## src/rtl/uart_tx_fifo.sv

```systemverilog
// 8N1 UART transmitter fed by a small ready/valid FIFO; UART_TX_PARITY_EN adds an even-parity bit (8E1).
// Latency: accept at edge E0 into an empty idle block -> start bit driven from E1; frames run back-to-back.
// Backpressure: ready_o = !full, derived from occupancy only (no same-cycle pop bypass).
module uart_tx_fifo #(
   parameter int data_width_p     = 8,
   parameter int fifo_depth_p     = 4,
   parameter int prescale_width_p = 16
) (
   input  logic                              clk_i,
   input  logic                              reset_i,
   input  logic                              valid_i,
   output logic                              ready_o,
   input  logic [data_width_p-1:0]           data_i,
   input  logic [prescale_width_p-1:0]       prescale_i,
   output logic                              tx_serial_o,
   output logic                              busy_o,
   output logic [$clog2(fifo_depth_p):0]     fifo_count_o
);

   localparam int addr_w = $clog2(fifo_depth_p);
   localparam int idx_w  = (data_width_p > 1) ? $clog2(data_width_p) : 1;
   localparam int tmr_w  = prescale_width_p + 3;

`ifdef UART_TX_PARITY_EN
   typedef enum logic [2:0] {IDLE, START, DATA, PARITY, STOP} state_t;
`else
   typedef enum logic [1:0] {IDLE, START, DATA, STOP} state_t;
`endif

   // ---------------- input FIFO ----------------
   logic [data_width_p-1:0] mem [fifo_depth_p];
   logic [addr_w:0]         wr_ptr_q, rd_ptr_q;
   logic                    full, empty, push, pop;
   logic [data_width_p-1:0] head;

   assign fifo_count_o = wr_ptr_q - rd_ptr_q;
   assign empty        = (wr_ptr_q == rd_ptr_q);
   assign full         = (fifo_count_o == (addr_w+1)'(fifo_depth_p));
   assign ready_o      = !full;
   assign push         = valid_i && ready_o;
   assign head         = mem[rd_ptr_q[addr_w-1:0]];

   always_ff @(posedge clk_i) begin
      if (push)
         mem[wr_ptr_q[addr_w-1:0]] <= data_i;
   end

   always_ff @(posedge clk_i or posedge reset_i) begin
      if (reset_i) begin
         wr_ptr_q <= '0;
         rd_ptr_q <= '0;
      end else begin
         if (push) wr_ptr_q <= wr_ptr_q + 1'b1;
         if (pop)  rd_ptr_q <= rd_ptr_q + 1'b1;
      end
   end

   // ---------------- transmit FSM ----------------
   state_t                      state_q, state_n;
   logic [data_width_p-1:0]     shift_q;
   logic [prescale_width_p-1:0] presc_q;
   logic [tmr_w-1:0]            bit_cnt_q, period_m1;
   logic [idx_w-1:0]            bit_idx_q;
   logic                        parity_q;
   logic                        tx_q, tx_n;
   logic                        bit_end, last_bit;
   logic                        load, shift_en, bit_rst;

   // Bit period is 8*prescale clocks, so the terminal count is {prescale-1, 3'b111}.
   assign period_m1 = {presc_q - 1'b1, 3'b111};
   assign bit_end   = (bit_cnt_q == period_m1);
   assign last_bit  = (bit_idx_q == idx_w'(data_width_p - 1));

   always_comb begin
      state_n  = state_q;
      tx_n     = tx_q;
      pop      = 1'b0;
      load     = 1'b0;
      shift_en = 1'b0;
      bit_rst  = 1'b0;
      case (state_q)
         IDLE: begin
            tx_n = 1'b1;
            if (!empty) begin
               pop     = 1'b1;
               load    = 1'b1;
               state_n = START;
               tx_n    = 1'b0;
            end
         end
         START: begin
            if (bit_end) begin
               bit_rst = 1'b1;
               state_n = DATA;
               tx_n    = shift_q[0];
            end
         end
         DATA: begin
            if (bit_end) begin
               bit_rst  = 1'b1;
               shift_en = 1'b1;
               if (last_bit) begin
`ifdef UART_TX_PARITY_EN
                  state_n = PARITY;
                  tx_n    = parity_q;
`else
                  state_n = STOP;
                  tx_n    = 1'b1;
`endif
               end else begin
                  tx_n = shift_q[1];
               end
            end
         end
`ifdef UART_TX_PARITY_EN
         PARITY: begin
            if (bit_end) begin
               bit_rst = 1'b1;
               state_n = STOP;
               tx_n    = 1'b1;
            end
         end
`endif
         STOP: begin
            if (bit_end) begin
               bit_rst = 1'b1;
               // Back-to-back: next start bit follows the stop bit with no idle gap.
               if (!empty) begin
                  pop     = 1'b1;
                  load    = 1'b1;
                  state_n = START;
                  tx_n    = 1'b0;
               end else begin
                  state_n = IDLE;
                  tx_n    = 1'b1;
               end
            end
         end
         default: begin
            state_n = IDLE;
            tx_n    = 1'b1;
         end
      endcase
   end

   always_ff @(posedge clk_i or posedge reset_i) begin
      if (reset_i) begin
         state_q   <= IDLE;
         tx_q      <= 1'b1;
         shift_q   <= '0;
         presc_q   <= prescale_width_p'(1);
         bit_cnt_q <= '0;
         bit_idx_q <= '0;
         parity_q  <= 1'b0;
      end else begin
         state_q <= state_n;
         tx_q    <= tx_n;
         if (load) begin
            shift_q   <= head;
            parity_q  <= ^head;
            presc_q   <= (prescale_i == '0) ? prescale_width_p'(1) : prescale_i;
            bit_idx_q <= '0;
         end else if (shift_en) begin
            shift_q   <= {1'b0, shift_q[data_width_p-1:1]};
            bit_idx_q <= bit_idx_q + 1'b1;
         end
         if (load || bit_rst || state_q == IDLE)
            bit_cnt_q <= '0;
         else
            bit_cnt_q <= bit_cnt_q + 1'b1;
      end
   end

   assign tx_serial_o = tx_q;
   assign busy_o      = (state_q != IDLE) || !empty;

endmodule

```

## config.mk

```make
export PLATFORM = sky130hd
export DESIGN_NAME = uart_tx_fifo
export DESIGN_NICKNAME = d
export VERILOG_FILES = /design/src/rtl/uart_tx_fifo.sv
export SDC_FILE = /design/constraint.sdc
export NUM_CORES = 1
export LEC_CHECK = 0
export ABC_AREA = 1
export BUFFER_PORTS_ARGS = -buffer_cell sky130_fd_sc_hd__buf_2
export CAP_MARGIN = 0
export CORE_AREA = 4 4 90 92
export DETAILED_ROUTE_END_ITERATION = 12
export DIE_AREA = 0 0 94 96
export GPL_ROUTABILITY_DRIVEN = 0
export PLACE_DENSITY = 0.94
export SETUP_SLACK_MARGIN = 0.2
export SLEW_MARGIN = 5
export SYNTH_ARGS = -nofsm -noshare
export SYNTH_HDL_FRONTEND = slang
export SYNTH_SLANG_ARGS = --single-unit
```

## constraint.sdc

```tcl
create_clock -name clk_i -period 5.41 [get_ports clk_i]
set_input_delay 0.2705 -clock clk_i [delete_from_list [all_inputs] [get_ports clk_i]]
set_output_delay 0.2705 -clock clk_i [all_outputs]
set_load 0.005 [all_outputs]
```

==> metrics, run 1 <==
status=finished clean; remaining antenna violation count=0; DP Area=4872 um2; diode count=0; area of the multi-input gates=2044 um2; CP arrival=3.50 ns; skew final=0.01377 ns; initial DRC count=324; root buf cell=clkbuf_8; max frequency=310.5 MHz; Congestion Overflow GR=0; hold_buf cts=0; Worst-path clk slew=0.11 ns; Die Span X=94 um; Slew @ Worst Pin=0.9444 ns; FF+latch area=2340 um2; syn nets=596; pre-CTS setup slack=2.348 ns; commonest cells after routing, fill and taps aside=nand2_1 (186), nor2_1 (62), dfrtp_1 (53); WP depth=18; top_reg_cell synth=dfrtp_1; drt total wl=10.13 mm; CTS tree=yes; pin count of the biggest net entering global routing=56; IO Count=33; drt wl/cell=14.76 um; pins over their slew limit=0; simple-gate share of the synthesized area=28.51%; Fill cells=531; Pre-antenna DRT Iters=5; Required @ worst endpoint=5.68 ns; CP bufs+invs=3; Worst R2R End=bit_idx_q[1]; Avg Cell Area, Syn=8.466 um2; Cell Chain, Critical Path=inv_2 > ha_1 > nand2_1 > nand2_1 > nand2_1 > nand2_1 > inv_1 > nand3_1 > nor2_1 > nand2_1 > nor2_1 > nand2_1 > nor2_1 > nand2_1 > nand2_1 > nand2_1 > nand2_1 > inv_2; DR vias=3794; LEAKAGE=0.002412 uW; Synth Area in XOR/XNOR=5.997%; Most common cell on crit path=nand2_1; share of the synthesized area in the top cell type=28.38%; vias per std cell=5.531; Yosys reg bits=87; largest family of logic cells by synthesized area=simple AND/OR/NAND/NOR gates; synth warn=0; RSZ-0062 raised after global routing=no; vias in the first global route=3818; buffers inserted by post-CTS timing repair=0; Worst Hold Class=in -> async; GR Util All Layers=24.55%; most common cell after layout, fill and taps aside=nand2_1; Num Clock Sinks=87; core area=7214 um2; maximum VDD drop=0.0004082 V; Die Y=96 um; final setup margin=2.189 ns; relative slew slack=37.04%; initial antenna violation count=0; # DRC=0; WS Path Type=reg -> reg; final hold vios=0; register area share after synthesis=50.07%; final core utilization=70.29%; post-layout minimum cycle time=3.221 ns; Worst Reg-to-Reg Cells=18; H-tree depth=3; crit start category=flop; mux cell area share after synthesis=0%; critical path's top delay family=simple AND/OR/NAND/NOR gates; CP max stage delay=0.57 ns; std cell rows=31; Synth cell types=38; worst skew pair latency=0.38 ns; CTS Buf Count=9; number of flops mapped to enable cells by yosys=32; Final Cycle Share=59.53%; main area contributors after synthesis=dfrtp_1 (28%), edfxtp_1 (21%), nand2_1 (15%); reg2reg start=presc_q[0]; CTS max path bufs=2; Compound-Gate Fraction of Synth Area=4.525%; Final setup viols=0; layout overhead on the synthesized area=8.514%; MaxCap Viol Count=0; layout cells sized above 1=11.58%; Initial Utilization=64.78%; Worst R2R Setup Slack=2.19 ns; die footprint=9024 um2; CP max FO=12; Syn Inst Count=552; Synth area leader=dfrtp_1; first-pass GRT wire length=17.04 mm; CTS resizes=0; Synth Area in Adders=4.712%; CP max stage cell=dfstp_2; sum of negative setup slack=0 ns; Synth Cell Area=4673 um2; Nets=626; post-DP HPWL=6.964 mm; quantity of I/O buffers inserted on ports=32; CP Capture Type=flop; Pwr per Cell Area=554.5 nW/um2; fin area=5071 um2; fraction of registers with async set/reset=63.22%
==> synthesized netlist by cell type, types with 4 or more instances <==
library cell	number
nand4_1	4
inv_2	4
a32o_1	7
nor4_1	5
o21ai_0	8
dfrtp_1	53
xnor2_1	10
nor2_1	62
xor2_1	22
ha_1	16
edfxtp_1	32
clkbuf_1	5
a21oi_1	11
inv_1	48
nand3_1	42
nand2_1	186
==> state kept, by name (all words and copies together) (netlist names) <==
| signal | cells |
|---|---|
| shift_q | 8 |
| presc_q | 16 |
| tx_serial_o | 1 |
| bit_cnt_q | 19 |
| wr_ptr_q | 3 |
| bit_idx_q | 3 |
| mem | 32 |
| rd_ptr_q | 3 |
| state_q | 2 |
==> final cells by class <==
class,count,area share [%]
Sequential cell,87,46.14
Multi-Input combinational cell,398,40.32
Inverter,54,4.046
Timing Repair Buffer,32,3.158
Clock buffer,9,2.443
Tap cell,99,2.443
Clock inverter,7,1.456
==> report_power, final <==
part           total [uW]  internal (uW)  switching, uW
clock                 457            182            275
combinational        1280            435            848
sequential           1070            898            173
==> per-layer routing <==
metal / share of wire [%] / GRT usage [%] / wire (um)
met5: 0 / 0 / 0
met4: 3.0 / 9.988 / 299
met3: 5.4 / 6.020 / 542
met2: 53 / 44.47 / 5339
met1: 39 / 27.77 / 3944
==> worst max path at each step <==
| stage | start | to | slack, ns |
|---|---|---|---|
| final | presc_q[0] | bit_idx_q[1] | 2.19 |
| after global routing | presc_q[0] | bit_idx_q[2] | 1.90 |
| after CTS | presc_q[0] | bit_idx_q[2] | 2.22 |
| after detailed placement | presc_q[0] | bit_idx_q[2] | 2.35 |
| after global placement | presc_q[0] | bit_idx_q[2] | 2.54 |
| after floorplan | wr_ptr_q[0] | mem[3][0] | 3.13 |
==> cells by family after synthesis <==
group / Yosys count
AND/OR/NAND/NOR: 316
flip-flops: 87
buffers and inverters: 67
AO/OA/AOI/OAI: 33
XOR/XNOR: 32
adder cells (fa/ha/maj): 17
==> metrics by stage <==
| step | total power [uW] | cells | hold slack, ns |
|---|---|---|---|
| floorplan | 2045 | 552 | 0.3694 |
| global placement | 2238 | 670 | 0.4444 |
| detailed placement | 2335 | 670 | 0.4596 |
| CTS | 2811 | 686 | 0.08107 |
| global route | 3040 | 686 | 0.08285 |
| finish | 2812 | 686 | 0.05738 |
Power figures use the tool's default switching activity.
==> run 2: changes to the inputs <==
--- a/config.mk
+++ b/config.mk
@@ -8,11 +8,11 @@
 export ABC_AREA = 1
 export BUFFER_PORTS_ARGS = -buffer_cell sky130_fd_sc_hd__buf_2
 export CAP_MARGIN = 0
-export CORE_AREA = 4 4 90 92
+export CORE_AREA = 4 4 94 96
 export DETAILED_ROUTE_END_ITERATION = 12
-export DIE_AREA = 0 0 94 96
+export DIE_AREA = 0 0 98 100
 export GPL_ROUTABILITY_DRIVEN = 0
-export PLACE_DENSITY = 0.94
+export PLACE_DENSITY = 0.87
 export SETUP_SLACK_MARGIN = 0.2
 export SLEW_MARGIN = 5
 export SYNTH_ARGS = -nofsm -noshare
==> constraint.sdc (replaced) <==
create_clock -name clk_i -period 3 [get_ports clk_i]
set_input_delay 0.15 -clock clk_i [delete_from_list [all_inputs] [get_ports clk_i]]
set_output_delay 0.15 -clock clk_i [all_outputs]
set_load 0.005 [all_outputs]
==> run 2 against run 1 <==
  * The flow now finishes with violations (hold timing)
  * Register-to-register slack got worse by 1.7 ns
  * Total power rose by 84%
  * Sequential cell count stayed put
  * Die area grew 8.6%
  * Core utilization decreased by 3.8 points
  * Via count up 2.7%
  * Design area increased by 5.6%
  * Critical path depth down 1
  * Critical path type unchanged
  * Critical endpoint is now presc_q[4]
==> metrics, run 2 (same netlist as run 1, synthesis figures left out) <==
status=finished, violations left; failing checks=hold timing; IO Count=33; drt total wl=10.40 mm; Final setup viols=0; buffers inserted by post-CTS timing repair=0; maximum VDD drop=0.0006769 V; GR Util met2=40.37%; sum of negative setup slack=0 ns; layout cells sized above 1=12.82%; commonest cells after routing, fill and taps aside=nand2_1 (185), nor2_1 (62), dfrtp_1 (53); Slew @ Worst Pin=1.095 ns; Worst Hold Class=in -> reg; routing usage on met3=4.864%; Congestion Overflow GR=0; initial DRC count=296; Pre-antenna DRT Iters=5; quantity of I/O buffers inserted on ports=32; skew final=0.01215 ns; max FFs per register=32; diode count=0; GR Layer Usage met1=24.98%; core area=8051 um2; root buf cell=clkbuf_8; GRT Max-Usage Layer=met2; Die Y=100 um; worst skew pair latency=0.38 ns; # DRC=0; most common cell after layout, fill and taps aside=nand2_1; layout overhead on the synthesized area=14.62%; drt wl/cell=14.43 um; Nets=655; WS Path Type=reg -> reg; vias per std cell=5.406; CTS max path bufs=2; post-layout minimum cycle time=2.541 ns; max frequency=393.6 MHz; H-tree depth=3; Pwr per Cell Area=966.1 nW/um2; final setup margin=0.4594 ns; Worst-path clk slew=0.10 ns; die footprint=9800 um2; pre-CTS setup slack=0.4525 ns; CP max FO=19; final hold vios=1; remaining antenna violation count=0; CP Capture Type=flop; Min Hold Slack=-0.0001348 ns; pin count of the biggest net entering global routing=56; RSZ-0062 raised after global routing=no; Required @ worst endpoint=3.31 ns; pins over their slew limit=0; crit start category=flop; LEAKAGE=0.002549 uW; MaxCap Viol Count=0; CP arrival=2.85 ns; CTS Buf Count=9; initial antenna violation count=0; post-DP HPWL=6.927 mm; Initial Utilization=58.04%; vias in the first global route=3758; first-pass GRT wire length=17.25 mm; CTS tree=yes; GR Util All Layers=22.26%; Num Clock Sinks=87; relative slew slack=26.86%; Die Span X=98 um; std cell rows=33; Final Cycle Share=84.69%; DR vias=3898
[run 2: where the power goes]
group	total [uW]	switching, uW	leakage [uW]	internal (uW)
clock	818	490	0.0000990	329
sequential	1890	275	0.000994	1620
combinational	2460	1570	0.00146	889
[run 2: worst paths after layout]
path,startpoint,end,slack (ns),depth (start not counted)
worst min register to register,bit_cnt_q[0],bit_cnt_q[0],0.46,1
worst max-delay path,presc_q[0],presc_q[4],0.46,17
max in group asynchronous,reset_i,state_q[0],2.28,2
min in group asynchronous,reset_i,presc_q[3],0.05,2
worst min-delay path,prescale_i[12],presc_q[12],-0.0001,3
worst max register to register,presc_q[0],presc_q[4],0.46,17
[run 2: per-layer routing]
metal,vias to the layer above,share of wire (%)
li1,1892,-
met1,1837,40
met2,128,51
met3,41,5.5
met4,0,3.3
met5,-,0
[run 2: what timing repair did]
| action | 4_1_cts | 5_1_grt |
|---|---|---|
| resized for setup | 0 | 2 |
| hold endpoints to repair | 39 | 0 |
| setup endpoints to repair | 0 | 13 |
| hold buffers | 19 | 0 |
[run 2: final cells by class]
class                      instances  area (um2)
fill                             602        2695
sequential                        87        2340
multi-input combinational        398        2052
timing repair buffer              61       425.4
inverter                          54       203.9
tap                              105       131.4
clock buffer                       9       123.9
clock inverter                     7       80.08
[run 2: stage by stage]
step	utilization [%]	instance area, um2	instances	hold WS, ns	total power, uW
floorplan	-	4673	552	0.2489	3688
global placement	61.54	4955	686	0.3578	4153
detailed placement	61.54	4955	686	0.3646	4265
CTS	66.43	5349	721	0.001180	5113
global route	66.53	5356	721	0.01105	5611
finish	66.53	5356	721	-0.0001348	5175
[run 2: worst max-delay path: stages (launching register included)]
cell and delay (ns):
dfstp_2 0.58, inv_2 0.06, ha_1 0.25, inv_1 0.07, nand2_1 0.07, nand3_1 0.07
nand2_1 0.06, inv_1 0.05, nand3_1 0.06, nor2_1 0.10, nand2_1 0.06, nor2_1 0.14
nand4_2 0.16, nand2_4 0.15, nand2_4 0.15, clkinv_2 0.25, nand2_1 0.12, nand2_1 0.08
